--- src/rtl/pacman_input_ctrl_pkg.sv ---
// Purpose: shared constants, handshake states and key decode for the player input path.
// Latency: n/a (types, constants and a pure function only).
// Backpressure: n/a.
package pacman_input_ctrl_pkg;

  typedef logic [1:0] dir_t;

  localparam dir_t DIR_UP    = 2'd0;
  localparam dir_t DIR_LEFT  = 2'd1;
  localparam dir_t DIR_DOWN  = 2'd2;
  localparam dir_t DIR_RIGHT = 2'd3;

  localparam logic [7:0] KEY_UP    = 8'hF7;
  localparam logic [7:0] KEY_LEFT  = 8'hE1;
  localparam logic [7:0] KEY_DOWN  = 8'hF3;
  localparam logic [7:0] KEY_RIGHT = 8'hE4;
  localparam logic [7:0] KEY_PAUSE = 8'hA0;

  typedef enum logic [1:0] {
    HS_IDLE     = 2'd0,
    HS_ACK      = 2'd1,
    HS_WAIT_CLR = 2'd2
  } hs_state_t;

  typedef struct packed {
    logic is_dir;
    logic is_pause;
    dir_t dir;
  } key_dec_t;

  // Arrow keys map to a direction, the pause key to a toggle; anything else decodes to nothing.
  function automatic key_dec_t decode_key(input logic [7:0] code);
    key_dec_t d;
    d = '0;
    case (code)
      KEY_UP:    begin d.is_dir = 1'b1; d.dir = DIR_UP;    end
      KEY_LEFT:  begin d.is_dir = 1'b1; d.dir = DIR_LEFT;  end
      KEY_DOWN:  begin d.is_dir = 1'b1; d.dir = DIR_DOWN;  end
      KEY_RIGHT: begin d.is_dir = 1'b1; d.dir = DIR_RIGHT; end
      KEY_PAUSE: d.is_pause = 1'b1;
      default:   d = '0;
    endcase
    return d;
  endfunction

endpackage

--- src/rtl/pacman_input_ctrl_if.sv ---
// Purpose: bundles the keyboard handshake, frame/pop controls and rotation outputs.
// Latency: n/a (wiring only).
// Backpressure: keycode is held by the producer until keystrobe acknowledges it.
interface pacman_input_ctrl_if;
  import pacman_input_ctrl_pkg::*;

  logic [7:0] keycode;
  logic       keystrobe;
  logic       frame_tick;
  logic       dir_pop;
  dir_t       dir;
  logic       dir_pending;
  logic       pause;
  logic       overflow;

  modport master (
    output keycode, frame_tick, dir_pop,
    input  keystrobe, dir, dir_pending, pause, overflow
  );

  modport slave (
    input  keycode, frame_tick, dir_pop,
    output keystrobe, dir, dir_pending, pause, overflow
  );

endinterface

--- src/rtl/pacman_input_ctrl_dir_fifo.sv ---
// Purpose: small synchronous FIFO of 2-bit turn requests with head and tail visibility.
// Latency: push visible at head/tail the cycle after the write edge.
// Backpressure: push ignored when full unless a pop happens in the same cycle.
module pacman_input_ctrl_dir_fifo
  import pacman_input_ctrl_pkg::*;
#(
  parameter int DEPTH = 4
) (
  input  logic clk,
  input  logic reset,
  input  logic push,
  input  dir_t push_dat,
  input  logic pop,
  output logic full,
  output logic empty,
  output dir_t head,
  output dir_t tail
);

  localparam int PW = (DEPTH > 1) ? $clog2(DEPTH) : 1;
  localparam int CW = PW + 1;

  dir_t          mem [DEPTH];
  logic [PW-1:0] wr_ptr;
  logic [PW-1:0] rd_ptr;
  logic [CW-1:0] count;
  logic          do_push;
  logic          do_pop;

  // A pop frees the slot a same-cycle push needs, so full+push+pop is legal.
  assign do_pop  = pop && !empty;
  assign do_push = push && (!full || do_pop);
  assign empty   = (count == '0);
  assign full    = (count == CW'(DEPTH));
  assign head    = mem[rd_ptr];
  assign tail    = mem[wr_ptr - PW'(1)];

  // Storage array; contents are don't-care while their slot is unoccupied.
  always_ff @(posedge clk) begin
    if (do_push) mem[wr_ptr] <= push_dat;
  end

  // Pointers wrap naturally; the extra count bit separates full from empty.
  always_ff @(posedge clk) begin
    if (reset) begin
      wr_ptr <= '0;
      rd_ptr <= '0;
      count  <= '0;
    end else begin
      if (do_push) wr_ptr <= wr_ptr + PW'(1);
      if (do_pop)  rd_ptr <= rd_ptr + PW'(1);
      case ({do_push, do_pop})
        2'b10:   count <= count + CW'(1);
        2'b01:   count <= count - CW'(1);
        default: count <= count;
      endcase
    end
  end

endmodule

--- src/rtl/pacman_input_ctrl.sv ---
// Purpose: acks keycodes, decodes arrows into queued turn requests, ages them, owns pause.
// Latency: key available at N -> keystrobe at N+1 -> dir/dir_pending updated at N+2.
// Backpressure: one key per handshake; requests dropped (sticky overflow) when the queue is full.
module pacman_input_ctrl
  import pacman_input_ctrl_pkg::*;
#(
  parameter int   DEPTH          = 4,
  parameter int   TIMEOUT_FRAMES = 8,
  parameter dir_t INIT_DIR       = 2'd1
) (
  input logic                clk,
  input logic                reset,
  pacman_input_ctrl_if.slave bus
);

  localparam int AW = $clog2(TIMEOUT_FRAMES + 1);

  hs_state_t     state;
  hs_state_t     state_nxt;
  logic [7:0]    code_q;
  key_dec_t      dec;
  dir_t          committed;
  logic [AW-1:0] age;
  logic          pause_q;
  logic          overflow_q;

  logic          in_ack;
  logic          push_req;
  logic          pop_eff;
  logic          tick_eff;
  logic          expire;
  logic          fifo_pop;
  logic          full;
  logic          empty;
  dir_t          head;
  dir_t          tail;

  // Handshake state register.
  always_ff @(posedge clk) begin
    if (reset) state <= HS_IDLE;
    else       state <= state_nxt;
  end

  // Handshake next state: ack once, then wait for the producer to drop the key.
  always_comb begin
    state_nxt = state;
    case (state)
      HS_IDLE:     if (bus.keycode[7]) state_nxt = HS_ACK;
      HS_ACK:      state_nxt = HS_WAIT_CLR;
      HS_WAIT_CLR: if (!bus.keycode[7]) state_nxt = HS_IDLE;
      default:     state_nxt = HS_IDLE;
    endcase
  end

  // Capture the code as it is accepted so decode sees a stable value in the ack cycle.
  always_ff @(posedge clk) begin
    if (reset)                              code_q <= '0;
    else if (state == HS_IDLE && bus.keycode[7]) code_q <= bus.keycode;
  end

  assign in_ack        = (state == HS_ACK);
  assign bus.keystrobe = in_ack;
  assign dec           = decode_key(code_q);

  // A repeat of the newest outstanding request (or of the committed dir when idle) adds nothing.
  assign push_req = in_ack && dec.is_dir && !pause_q &&
                    (empty ? (dec.dir != committed) : (dec.dir != tail));
  assign pop_eff  = bus.dir_pop && !empty;
  assign tick_eff = bus.frame_tick && !empty && !pause_q;
  assign expire   = tick_eff && !pop_eff && (age >= AW'(TIMEOUT_FRAMES - 1));
  assign fifo_pop = pop_eff || expire;

  pacman_input_ctrl_dir_fifo #(.DEPTH(DEPTH)) u_fifo (
    .clk      (clk),
    .reset    (reset),
    .push     (push_req),
    .push_dat (dec.dir),
    .pop      (fifo_pop),
    .full     (full),
    .empty    (empty),
    .head     (head),
    .tail     (tail)
  );

  // Committed direction follows the consumer; expired requests never commit.
  always_ff @(posedge clk) begin
    if (reset)        committed <= INIT_DIR;
    else if (pop_eff) committed <= head;
  end

  // Head age in frames; restarts whenever a new request becomes the head.
  always_ff @(posedge clk) begin
    if (reset)                        age <= '0;
    else if (fifo_pop)                age <= '0;
    else if (push_req && empty)       age <= '0;
    else if (tick_eff && age != AW'(TIMEOUT_FRAMES)) age <= age + AW'(1);
  end

  // Pause toggle and sticky overflow flag.
  always_ff @(posedge clk) begin
    if (reset) begin
      pause_q    <= 1'b0;
      overflow_q <= 1'b0;
    end else begin
      if (in_ack && dec.is_pause)         pause_q    <= ~pause_q;
      if (push_req && full && !fifo_pop)  overflow_q <= 1'b1;
    end
  end

  assign bus.dir         = empty ? committed : head;
  assign bus.dir_pending = !empty;
  assign bus.pause       = pause_q;
  assign bus.overflow    = overflow_q;

endmodule

--- src/flat_wrapper.sv ---
// flat-port wrapper written by rule: the top's interface ports become plain ports
module pacman_input_ctrl_flat import pacman_input_ctrl_pkg::*;
#(
  parameter int   DEPTH          = 4,
  parameter int   TIMEOUT_FRAMES = 8,
  parameter dir_t INIT_DIR       = 2'd1
)
  (clk, reset, bus_keycode, bus_frame_tick, bus_dir_pop, bus_keystrobe, bus_dir, bus_dir_pending, bus_pause, bus_overflow);
  pacman_input_ctrl_if bus_i ();
  input logic clk;
  input logic reset;
  input wire logic [$bits(bus_i.keycode)-1:0] bus_keycode;
  input wire logic [$bits(bus_i.frame_tick)-1:0] bus_frame_tick;
  input wire logic [$bits(bus_i.dir_pop)-1:0] bus_dir_pop;
  output wire logic [$bits(bus_i.keystrobe)-1:0] bus_keystrobe;
  output wire logic [$bits(bus_i.dir)-1:0] bus_dir;
  output wire logic [$bits(bus_i.dir_pending)-1:0] bus_dir_pending;
  output wire logic [$bits(bus_i.pause)-1:0] bus_pause;
  output wire logic [$bits(bus_i.overflow)-1:0] bus_overflow;
  assign bus_i.keycode = bus_keycode;
  assign bus_i.frame_tick = bus_frame_tick;
  assign bus_i.dir_pop = bus_dir_pop;
  assign bus_keystrobe = bus_i.keystrobe;
  assign bus_dir = bus_i.dir;
  assign bus_dir_pending = bus_i.dir_pending;
  assign bus_pause = bus_i.pause;
  assign bus_overflow = bus_i.overflow;
  pacman_input_ctrl #(.DEPTH(DEPTH), .TIMEOUT_FRAMES(TIMEOUT_FRAMES), .INIT_DIR(INIT_DIR)) u_core (.clk(clk), .reset(reset), .bus(bus_i));
endmodule
--- config.mk ---
export PLATFORM = sky130hd
export DESIGN_NAME = pacman_input_ctrl_flat
export DESIGN_NICKNAME = d
export VERILOG_FILES = /design/src/rtl/pacman_input_ctrl_pkg.sv /design/src/rtl/pacman_input_ctrl_if.sv /design/src/rtl/pacman_input_ctrl_dir_fifo.sv /design/src/rtl/pacman_input_ctrl.sv /design/src/flat_wrapper.sv
export SDC_FILE = /design/constraint.sdc
export NUM_CORES = 1
export LEC_CHECK = 0
export BUFFER_PORTS_ARGS = -buffer_cell sky130_fd_sc_hd__buf_2
export CORE_ASPECT_RATIO = 0.7
export CORE_UTILIZATION = 40
export DETAILED_ROUTE_END_ITERATION = 8
export GPL_TIMING_DRIVEN = 1
export PLACE_DENSITY = 0.58
export SYNTH_ARGS = -nofsm -noshare
export SYNTH_HDL_FRONTEND = slang
export SYNTH_SLANG_ARGS = --single-unit
--- constraint.sdc ---
create_clock -name clk -period 3.5 [get_ports clk]
set_input_delay 1.05 -clock clk [delete_from_list [all_inputs] [get_ports clk]]
set_output_delay 1.05 -clock clk [all_outputs]
set_load 0.01 [all_outputs]
* Word level (Yosys, flattened, before mapping) *
Memories as Yosys holds them, arrays and structs flattened. A register that Yosys moved wholly into a read port is not among the register bits.
Cells that the tools add are included.

word-level totals
  register bits = 25
  RAM bits = 8
  bits of input ports = 12
  output and inout bits = 6
  word-level logic and storage cells = 75
  memories = 1

memories
  memory             words  width  read ports  clocked after Yosys merged registers in  wr ports  RTL line                          text
  u_core.u_fifo.mem  4      2      2           1                                        1         pacman_input_ctrl_dir_fifo.sv:23  dir_t mem [DEPTH];

operators by class
  $add $sub $neg = 6
  order comparisons = 1
  equality and inequality tests = 15
  mux-type cells = 13
  bitwise operators = 1
  reduce and logical (&&, ||, !) cells = 29

operators with widths
  cell                                                 number
  equality test 8 bit, second input constant           5
  logical AND 1 bit                                    16
  case mux 2 bit (3 select lines)                      2
  2-to-1 mux 2 bit                                     5
  case mux 3 bit (2 select lines)                      1
  logical NOT 1 bit                                    5
  2-to-1 mux 1 bit                                     5
  adder 2 x 1 -> 2 bit, second input constant          2
  adder 4 x 1 -> 4 bit, second input constant          1
  equality test 2 x 1 -> 1 bit, second input constant  2
  equality test 2 bit, second input constant           2
  >= comparator 4 x 3 -> 1 bit, second input constant  1
  inequality test 2 bit                                2
  inequality test 2 bit, second input constant         2
  inequality test 4 bit, second input constant         1
  OR reduction 4 bit                                   1
  adder 3 x 1 -> 3 bit, second input constant          1
  equality test 3 bit, second input constant           1
  logical NOT 3 bit                                    1
  OR reduction 3 bit                                   1
  subtractor 3 x 1 -> 3 bit, second input constant     1
  logical NOT 2 bit                                    1
  logical OR 1 bit                                     2
  AND reduction 2 bit                                  1
  other kinds (3)                                      3

* Logic depth before layout (Yosys ltp) *
Gate-level depths: netlist of run 1.

  depth in word-level cells = 12
  depth in mapped cells = 11
  depth with buffers taken out = 11

* Hierarchy *
From an unflattened synthesis of run 1, not the netlist that was laid out.

unflattened totals
  cell total of the unflattened synthesis = 171
  area, all modules = 1,816.7 um^2

modules (own cells, without submodules)
  module                      times used  cells each  area an instance (um^2)  seq. area each (um^2)
  pacman_input_ctrl           1           100         949.7                    360.3
  pacman_input_ctrl_dir_fifo  1           71          867.1                    420.4

* Least setup slack after synthesis of run 1 *
Ideal clock, no wire load.

  kind = register to register
  start point = register u_core.u_fifo.wr_ptr[0]
  end point = register u_core.u_fifo.count[2]
  library setup time = 123 ps
  arrival time = 3,007 ps
  required time = 3,377 ps
  path slack = 370 ps
  cell stages (with the launch flop) = 12
  buffers on the path = 0
  period minus slack after synthesis = 3,130 ps
  path through = dfxtp_1 inv_1 ha_1 mux4_2 mux2i_1 xor2_1 a21oi_1 nor3_1 fa_1 nor3_1 a22oi_2 mux2_1

between the ends
  longest elaborated chain between the ends = 8
  elaborated cells between the ends (all ways) = 10
  those cells by class = add/sub (1); eq/ne (3); mux (2); reduce/logical (3); memory (1)

RTL lines
  element                                                                       RTL line                          text
  from (decl)                                                                   pacman_input_ctrl_dir_fifo.sv:24  logic [PW-1:0] wr_ptr;
  from (signal assigned)                                                        pacman_input_ctrl_dir_fifo.sv:50  if (do_push) wr_ptr <= wr_ptr + PW'(1);
  subtractor 2 x 1 -> 2 bit (*)                                                 pacman_input_ctrl_dir_fifo.sv:36  assign tail = mem[wr_ptr - PW'(1)];
  memory read (4 x 2 bit) (*)                                                   --
  inequality test 2 bit (*)                                                     pacman_input_ctrl.sv:67           (empty ? (dec.dir != committed) : (dec.dir != tail));
  2-to-1 mux 1 bit (*)                                                          pacman_input_ctrl.sv:67
  logical AND 1 bit (*)                                                         pacman_input_ctrl.sv:66           assign push_req = in_ack && dec.is_dir && !pause_q &&
  logical AND 1 bit (*)                                                         pacman_input_ctrl_dir_fifo.sv:32  assign do_push = push && (!full || do_pop);
  equality test 2 x 1 -> 1 bit / equality test 2 bit (equally long branches)    pacman_input_ctrl_dir_fifo.sv:52  case ({do_push, do_pop})
  case mux 3 bit (2 select lines) / nonzero test 2 bit (equally long branches)  --
  to (signal assigned)                                                          pacman_input_ctrl_dir_fifo.sv:53  2'b10: count <= count + CW'(1);
  to (signal assigned)                                                          pacman_input_ctrl_dir_fifo.sv:54  2'b01: count <= count - CW'(1);
  to (signal assigned)                                                          pacman_input_ctrl_dir_fifo.sv:55  default: count <= count;
  to (decl)                                                                     pacman_input_ctrl_dir_fifo.sv:26  logic [CW-1:0] count;

Mark *: on every way between the ends. The rest lies on a longest branch, timed or not.
A chain may end at the register's enable or synchronous reset.

* Worst setup path after layout of run 1 *
  start point = register u_core.u_fifo.wr_ptr[1]
  end point = register u_core.u_fifo.count[2]

Same word-level chain as after synthesis.

==> results.txt, run 1 <==
Final Max Slew Viols: 0
antenna-violating nets left: 0
total CTS buffers: 5
Clock power frac: 25.5%
Worst Path Required: 3670 ps
crit path kind: flip-flop to flip-flop
largest net degree at the start of global routing: 27
post-synthesis sequential area ratio: 44.70%
CTS tree: yes
# Post-CTS Setup Buffers: 0
CTS max path bufs: 2
Starting DRT DRC Count: 51
most common cell in the synthesized netlist: dfxtp_1
syn nets: 180
share of the synthesized area in the top cell type: 30.95%
Syn Inst Count: 161
Die Span Y: 57.29 µm
DRT Pass-1 Iters: 4
Skew-Pair Late Insertion Delay: 280 ps
Critical Path AT: 3440 ps
share of post-route cells with drive strength above 1: 23.24%
DP Wirelength: 2472 µm
core box area: 4041 µm²
ys async rst share: 0%
worst hold path class: flip-flop to flip-flop
Mapped Area: 1747 µm²
Avg Synthesized Cell Area: 10.85 µm²
area grow syn2layout: 14.33%
CP Max Fanout: 4
H-Tree Depth: 2
power share of the combinational group: 29.4%
first-pass GRT wire length: 5747 µm
CTS Sinks: 35
Synth area leader: dfxtp_1
Yosys warnings: 0
DIE WIDTH: 80.98 µm
final clock skew: 2.523 ps
drt drc: 0
Crit. End Element: flip-flop
Reg2Reg Depth: 11
Hold EP: u_core.committed[1]
Port Buffers: 17
wirelength, routed: 3276 µm
startpoint types: flip-flop
CTS clk-pin slew, worst paths: 70 ps
Reg power frac: 45.0%
Root Buffer: clkbuf_8
Max Cap Violations: 0
worst flop-to-flop path startpoint: u_core.u_fifo.wr_ptr[1]
worst slew pin tran: 535.3 ps
GR Overflow Total: 0
synth unique cells: 43
Primary FF master, synth: dfxtp_1
Cell Rows: 19
Hold Crit Depth: 2
vias in the first global route: 1233
antenna violations before repair: 0
final hold viol count: 0
Final Setup Violations: 0
Antenna Cells: 0
EDFF count, synth: 8
final net count: 203
R2R setup slack: 230 ps
total power: 1.094 mW
vias per cell: 5.152
peak supply drop: 0.2742 mV
RePlAce Congestion: 0.7899
reg2reg end: u_core.u_fifo.count[2]
Static Leak: 0.7968 nW
HP Start: u_core.committed[1]
Sw Pwr: 0.3648 mW
die area: 4639 µm²
cell area power density: 547.6 nW/µm²
setup_tns: 0 ps
Tmin final: 3268 ps
FMAX: 0.3060 GHz
Initial Utilization: 43.22%
max_slew headroom: 64.18%
status: finished clean
Int Pwr: 0.7288 mW
period utilization: 93.37%
DR WL/cell: 13.82 µm
DR vias: 1221
Synth area leaders: dfxtp_1 31%, edfxtp_1 14%, mux2i_1 6.9%
top cells by instance count after synthesis: 27 x dfxtp_1, 21 x nor2_1, 12 x mux2i_1
Seq cells post-synth: 35
Sw Share: 33.35%
I/O pins: 18
gr usage total: 17.05%
metrics by stage:
stage               instance area (µm²)  setup WS (ps)  std cells  utilization [%]  hold WS [ps]
floorplan                          1747          369.8        161                -         448.9
global placement                   1904          361.7        229            47.12         470.6
detailed placement                 1904          254.2        229            47.12         483.6
CTS                                1986          236.4        237            49.13         496.6
global route                       1997         -37.32        237            49.41         535.1
finish                             1997          232.2        237            49.41         495.2
critical path: stages (launching register included):
cell and delay [ps]:
dfxtp_1 390, inv_1 80, ha_1 340, mux4_2 510
mux2i_1 260, xor2_2 180, a21oi_2 220, nor3_1 80
fa_1 410, nor3_1 240, a22oi_2 110, mux2_1 320
flip-flops by register name, indices dropped and copies added, names as in the netlist, named ones only:
register	flops
u_core.age	4
u_core.bus.overflow	1
u_core.bus.pause	1
u_core.code_q	8
u_core.committed	2
u_core.state	2
u_core.u_fifo.count	3
u_core.u_fifo.mem	8
u_core.u_fifo.rd_ptr	2
u_core.u_fifo.wr_ptr	2
routing by layer:
layer / GRT usage, % / wire length [µm] / part of all wire, % / vias to the layer above
li1: - / - / - / 606
met3: 7.680 / 167 / 5.1 / 6
met2: 26.05 / 1522 / 46 / 26
met4: 5.357 / 38 / 1.2 / 0
met5: 0 / 0 / 0 / -
met1: 21.61 / 1547 / 47 / 583
cell families (layout without fill, tap and decap cells):
kind of cell    count (synthesis)  count (layout)  synth area share (%)
mux                            18              18                 13.54
compound gates                 17              17                 8.883
flops                          35              35                 44.70
fa+ha+maj                       7               7                 5.444
buf+inv                        11              35                 2.363
simple gates                   63              63                 19.63
xor+xnor                       10              10                 5.445
power groups by stage:
| stage | Sequential [mW] | Clock [mW] | Combinational, mW |
|---|---|---|---|
| 2_1_floorplan | 0.491 | 0 | 0.247 |
| 6_report | 0.493 | 0.279 | 0.322 |
| 3_3_place_gp | 0.498 | 0 | 0.304 |
| 5_1_grt | 0.500 | 0.309 | 0.364 |
| 3_5_place_dp | 0.502 | 0 | 0.314 |
| 4_1_cts | 0.493 | 0.289 | 0.315 |
what timing repair did:
item / 4_1_cts / 5_1_grt
resized for setup: 0 / 2
setup endpoints to repair: 0 / 1
hold buffers: 0 / 0
area by class of cell:
cell class	count	area, µm²
well taps	52	65.06
clock buffers	7	76.32
flip-flops and latches	35	780.7
repair buffers	20	107.6
multi-input cells	115	935.9
inverters	7	26.28
fillers	397	2044
clock inverters	1	5.005
worst max-delay path by stage:
stage | startpoint | to | slack (ps) | cells past startpoint
floorplan | u_core.u_fifo.wr_ptr[0] | u_core.u_fifo.count[2] | 370 | 11
global placement | u_core.u_fifo.wr_ptr[1] | u_core.u_fifo.count[2] | 360 | 11
detailed placement | u_core.u_fifo.wr_ptr[1] | u_core.u_fifo.count[2] | 250 | 11
CTS | u_core.u_fifo.wr_ptr[1] | u_core.u_fifo.count[2] | 240 | 11
global route | u_core.u_fifo.wr_ptr[1] | u_core.u_fifo.count[2] | -40 | 11
finish | u_core.u_fifo.wr_ptr[1] | u_core.u_fifo.count[2] | 230 | 11
placed cells by master (no fill, tap or decap), drive strengths merged, types with 2 or more instances in the layout:
cell	synthesis	final
a21o	2	2
mux2	2	2
nor2b	4	4
mux4	4	4
ha	6	6
and3	2	2
nand4b	2	2
clkbuf	3	7
a211oi	2	2
xor2	3	3
buf	1	20
a21oi	6	6
inv	7	7
mux2i	12	12
nand4	2	2
dfxtp	27	27
nor2	21	21
and2	8	8
xnor2	7	7
nand2b	3	3
nand2	11	11
edfxtp	8	8
nor3	4	4
No activity file was read; power rests on OpenSTA's default activity.
==> run 2, diff against run 1 <==
--- a/config.mk
+++ b/config.mk
@@ -13,4 +13,5 @@
 export PLACE_DENSITY = 0.58
 export SYNTH_ARGS = -nofsm -noshare
 export SYNTH_HDL_FRONTEND = slang
+export SYNTH_HIERARCHICAL = 1
 export SYNTH_SLANG_ARGS = --single-unit
==> run 2 against run 1 <==
Die area up 3.9%. Combinational power decreased by 87%. Global-route usage is 0.27 points lower. Register-to-register slack about the same. Utilization down 0.82 points. Largest cell class unchanged.
==> results.txt, run 2 <==
Static Leak: 0.8461 nW
main combinational cell family by area after synthesis: simple AND/OR/NAND/NOR gates
syn nets: 190
vias in the first global route: 1254
Antenna Cells: 0
share of the synthesized area in the top cell type: 29.75%
CTS Sinks: 35
CTS max path bufs: 2
total CTS buffers: 5
gr usage total: 16.78%
final hold viol count: 0
Critical Path AT: 3440 ps
period utilization: 93.26%
Hold Slack: 503.0 ps
first-pass GRT wire length: 5927 µm
Hold Crit Depth: 1
total power: 0.9026 mW
multiplexer area fraction after synthesis: 13.98%
Synth area leaders: dfxtp_1 30%, edfxtp_1 13%, mux2i_1 7.2%
XOR/XNOR Fraction of Synth Area: 4.821%
Starting DRT DRC Count: 76
EDFF count, synth: 8
CP Max Fanout: 9
Die Span Y: 58.39 µm
Slowest-stage cell, CP: fa_1
I/O pins: 18
top cells by instance count after synthesis: 27 x dfxtp_1, 24 x nor2_1, 13 x mux2i_1
Tmin final: 3264 ps
antenna-violating nets left: 0
R2R setup slack: 240 ps
Seq cells post-synth: 35
die area: 4820 µm²
worst hold path class: flip-flop to flip-flop
RePlAce Congestion: 0.8339
Max Cap Violations: 0
Worst Path Required: 3670 ps
DR vias: 1306
Final Setup Violations: 0
FMAX: 0.3064 GHz
DIE WIDTH: 82.55 µm
wirelength, routed: 3551 µm
peak per-stage delay on the critical path: 390 ps
Final Max Slew Viols: 0
Root Buffer: clkbuf_8
setup_tns: 0 ps
Synth area leader: dfxtp_1
antenna violations before repair: 0
Synth Area in Simple Gates: 20.59%
Crit. End Element: flip-flop
worst slew pin tran: 515.4 ps
reg2reg end: u_core/u_fifo/count[2]
DP Wirelength: 2687 µm
drt drc: 0
adder-cell share of the synthesized area: 5.234%
Hold EP: u_core/bus.overflow
most common cell after layout, fill and taps aside: dfxtp_1
# Post-CTS Setup Buffers: 0
max_slew headroom: 65.57%
largest registers: u_core/code_q (8), u_core/u_fifo/mem (8), u_core/age (4)
CTS tree: yes
HP Start: u_core/bus.overflow
Synth Area in Compound Gates: 8.471%
startpoint types: flip-flop
synth unique cells: 46
Most Frequent Cell on Critical Path: nand2b_1
most frequent cells in the layout: 27 x dfxtp_1, 24 x nor2_1, 17 x buf_2
crit path kind: flip-flop to flip-flop
final net count: 213
final clock skew: 6.590 ps
Avg Synthesized Cell Area: 10.62 µm²
Mapped Area: 1817 µm²
Syn Inst Count: 171
Primary FF master, synth: dfxtp_1
peak supply drop: 0.1926 mV
Critical Path, Cell by Cell: inv_1, ha_1, mux4_2, mux2i_2, o31a_1, o211ai_2, and2_4, nand2b_1, fa_1, nand2b_1, o31ai_2, mux2_1
H-Tree Depth: 2
Filler cells: 416
vias per cell: 5.224
RSZ-0062 raised after global routing: false
post-synthesis sequential area ratio: 42.98%
DR WL/cell: 14.20 µm
most common cell in the synthesized netlist: dfxtp_1
share of post-route cells with drive strength above 1: 22.56%
ys async rst share: 0%
Initial Utilization: 41.72%
Port Buffers: 17
cell area power density: 426.6 nW/µm²
core box area: 4354 µm²
largest net degree at the start of global routing: 23
area grow syn2layout: 16.46%
Yosys warnings: 6
status: finished clean
Cell Rows: 20
DRT Pass-1 Iters: 4
CTS clk-pin slew, worst paths: 80 ps
worst flop-to-flop path startpoint: u_core/u_fifo/wr_ptr[1]
Reg2Reg Depth: 12
GR Overflow Total: 0
Skew-Pair Late Insertion Delay: 280 ps
-- run 2: changes by cell type after synthesis, sizes merged, moves of 3 or more --
cell / delta
a21oi: -5
buf: +4
a311oi: +4
o31a: +4
nor2: +3
xor2: +3
xnor2: -3
nor3b: +3
nand2: -8
inv: +3
-- run 2: critical path: cells and delay by family, from the launching register on --
family	cells	cell delay (ps)
flops	1	380
compound gates	3	540
mux	3	880
buf+inv	1	90
fa+ha+maj	2	730
simple gates	3	550
-- run 2: per-layer routing --
layer  part of all wire, %  track usage [%]  vias up
met5                     0                0        -
met4                  0.45            5.172        0
met2                    46            26.45       20
li1                      -                -      658
met3                   3.4            5.116        2
met1                    50            22.21      626
-- run 2: final cells by class --
cell class                 instances  area (µm²)  area share, %
tap                               55       68.82          3.253
clock inverter                     3       67.56          3.193
sequential                        35       780.7          36.90
inverter                          10       37.54          1.774
multi-input combinational        120       969.7          45.83
timing repair buffer              22       122.6          5.795
clock buffer                       5       68.82          3.253
-- run 2: logic make-up (layout without fill, tap and decap cells) --
family / count (synthesis) / in the layout
AOI/OAI and AO/OA: 18 / 18
xor gates and xnor gates: 10 / 10
buffers and inverters: 16 / 40
and+or+nand+nor: 65 / 65
adders and majority gates: 7 / 7
muxes: 20 / 20
DFF: 35 / 35
-- run 2: worst max path at each step --
stage | start | end | slack, ps
after floorplan | u_core/u_fifo/wr_ptr[0] | u_core/u_fifo/count[2] | 240
after global placement | bus_frame_tick | u_core/u_fifo/count[2] | 280
after detailed placement | u_core/u_fifo/wr_ptr[1] | u_core/u_fifo/count[2] | 170
after CTS | u_core/u_fifo/wr_ptr[1] | u_core/u_fifo/count[2] | 160
after global routing | u_core/u_fifo/wr_ptr[1] | u_core/u_fifo/count[2] | 70
final | u_core/u_fifo/wr_ptr[1] | u_core/u_fifo/count[2] | 240
-- run 2: timing repair --
| action | CTS | global route |
|---|---|---|
| setup endpoints to repair | 0 | 1 |
| hold buffers | 0 | 0 |
| resized for setup | 0 | 2 |
-- run 2: where the power goes --
part / total, mW / switching, mW / internal (mW)
combinational: 0.0431 / 0.0229 / 0.0202
sequential: 0.428 / 0.00947 / 0.419
clock: 0.431 / 0.147 / 0.284
total: 0.903 / 0.180 / 0.723
-- run 2: through the flow --
stage                     setup slack [ps]  area, µm²  instances  util, %
after floorplan                      235.7       1817        171        -
after global routing                 71.61       2116        250    48.59
after CTS                            159.8       2111        250    48.48
after detailed placement             172.5       1974        242    45.34
final                                235.9       2116        250    48.59
after global placement               280.4       1974        242    45.34
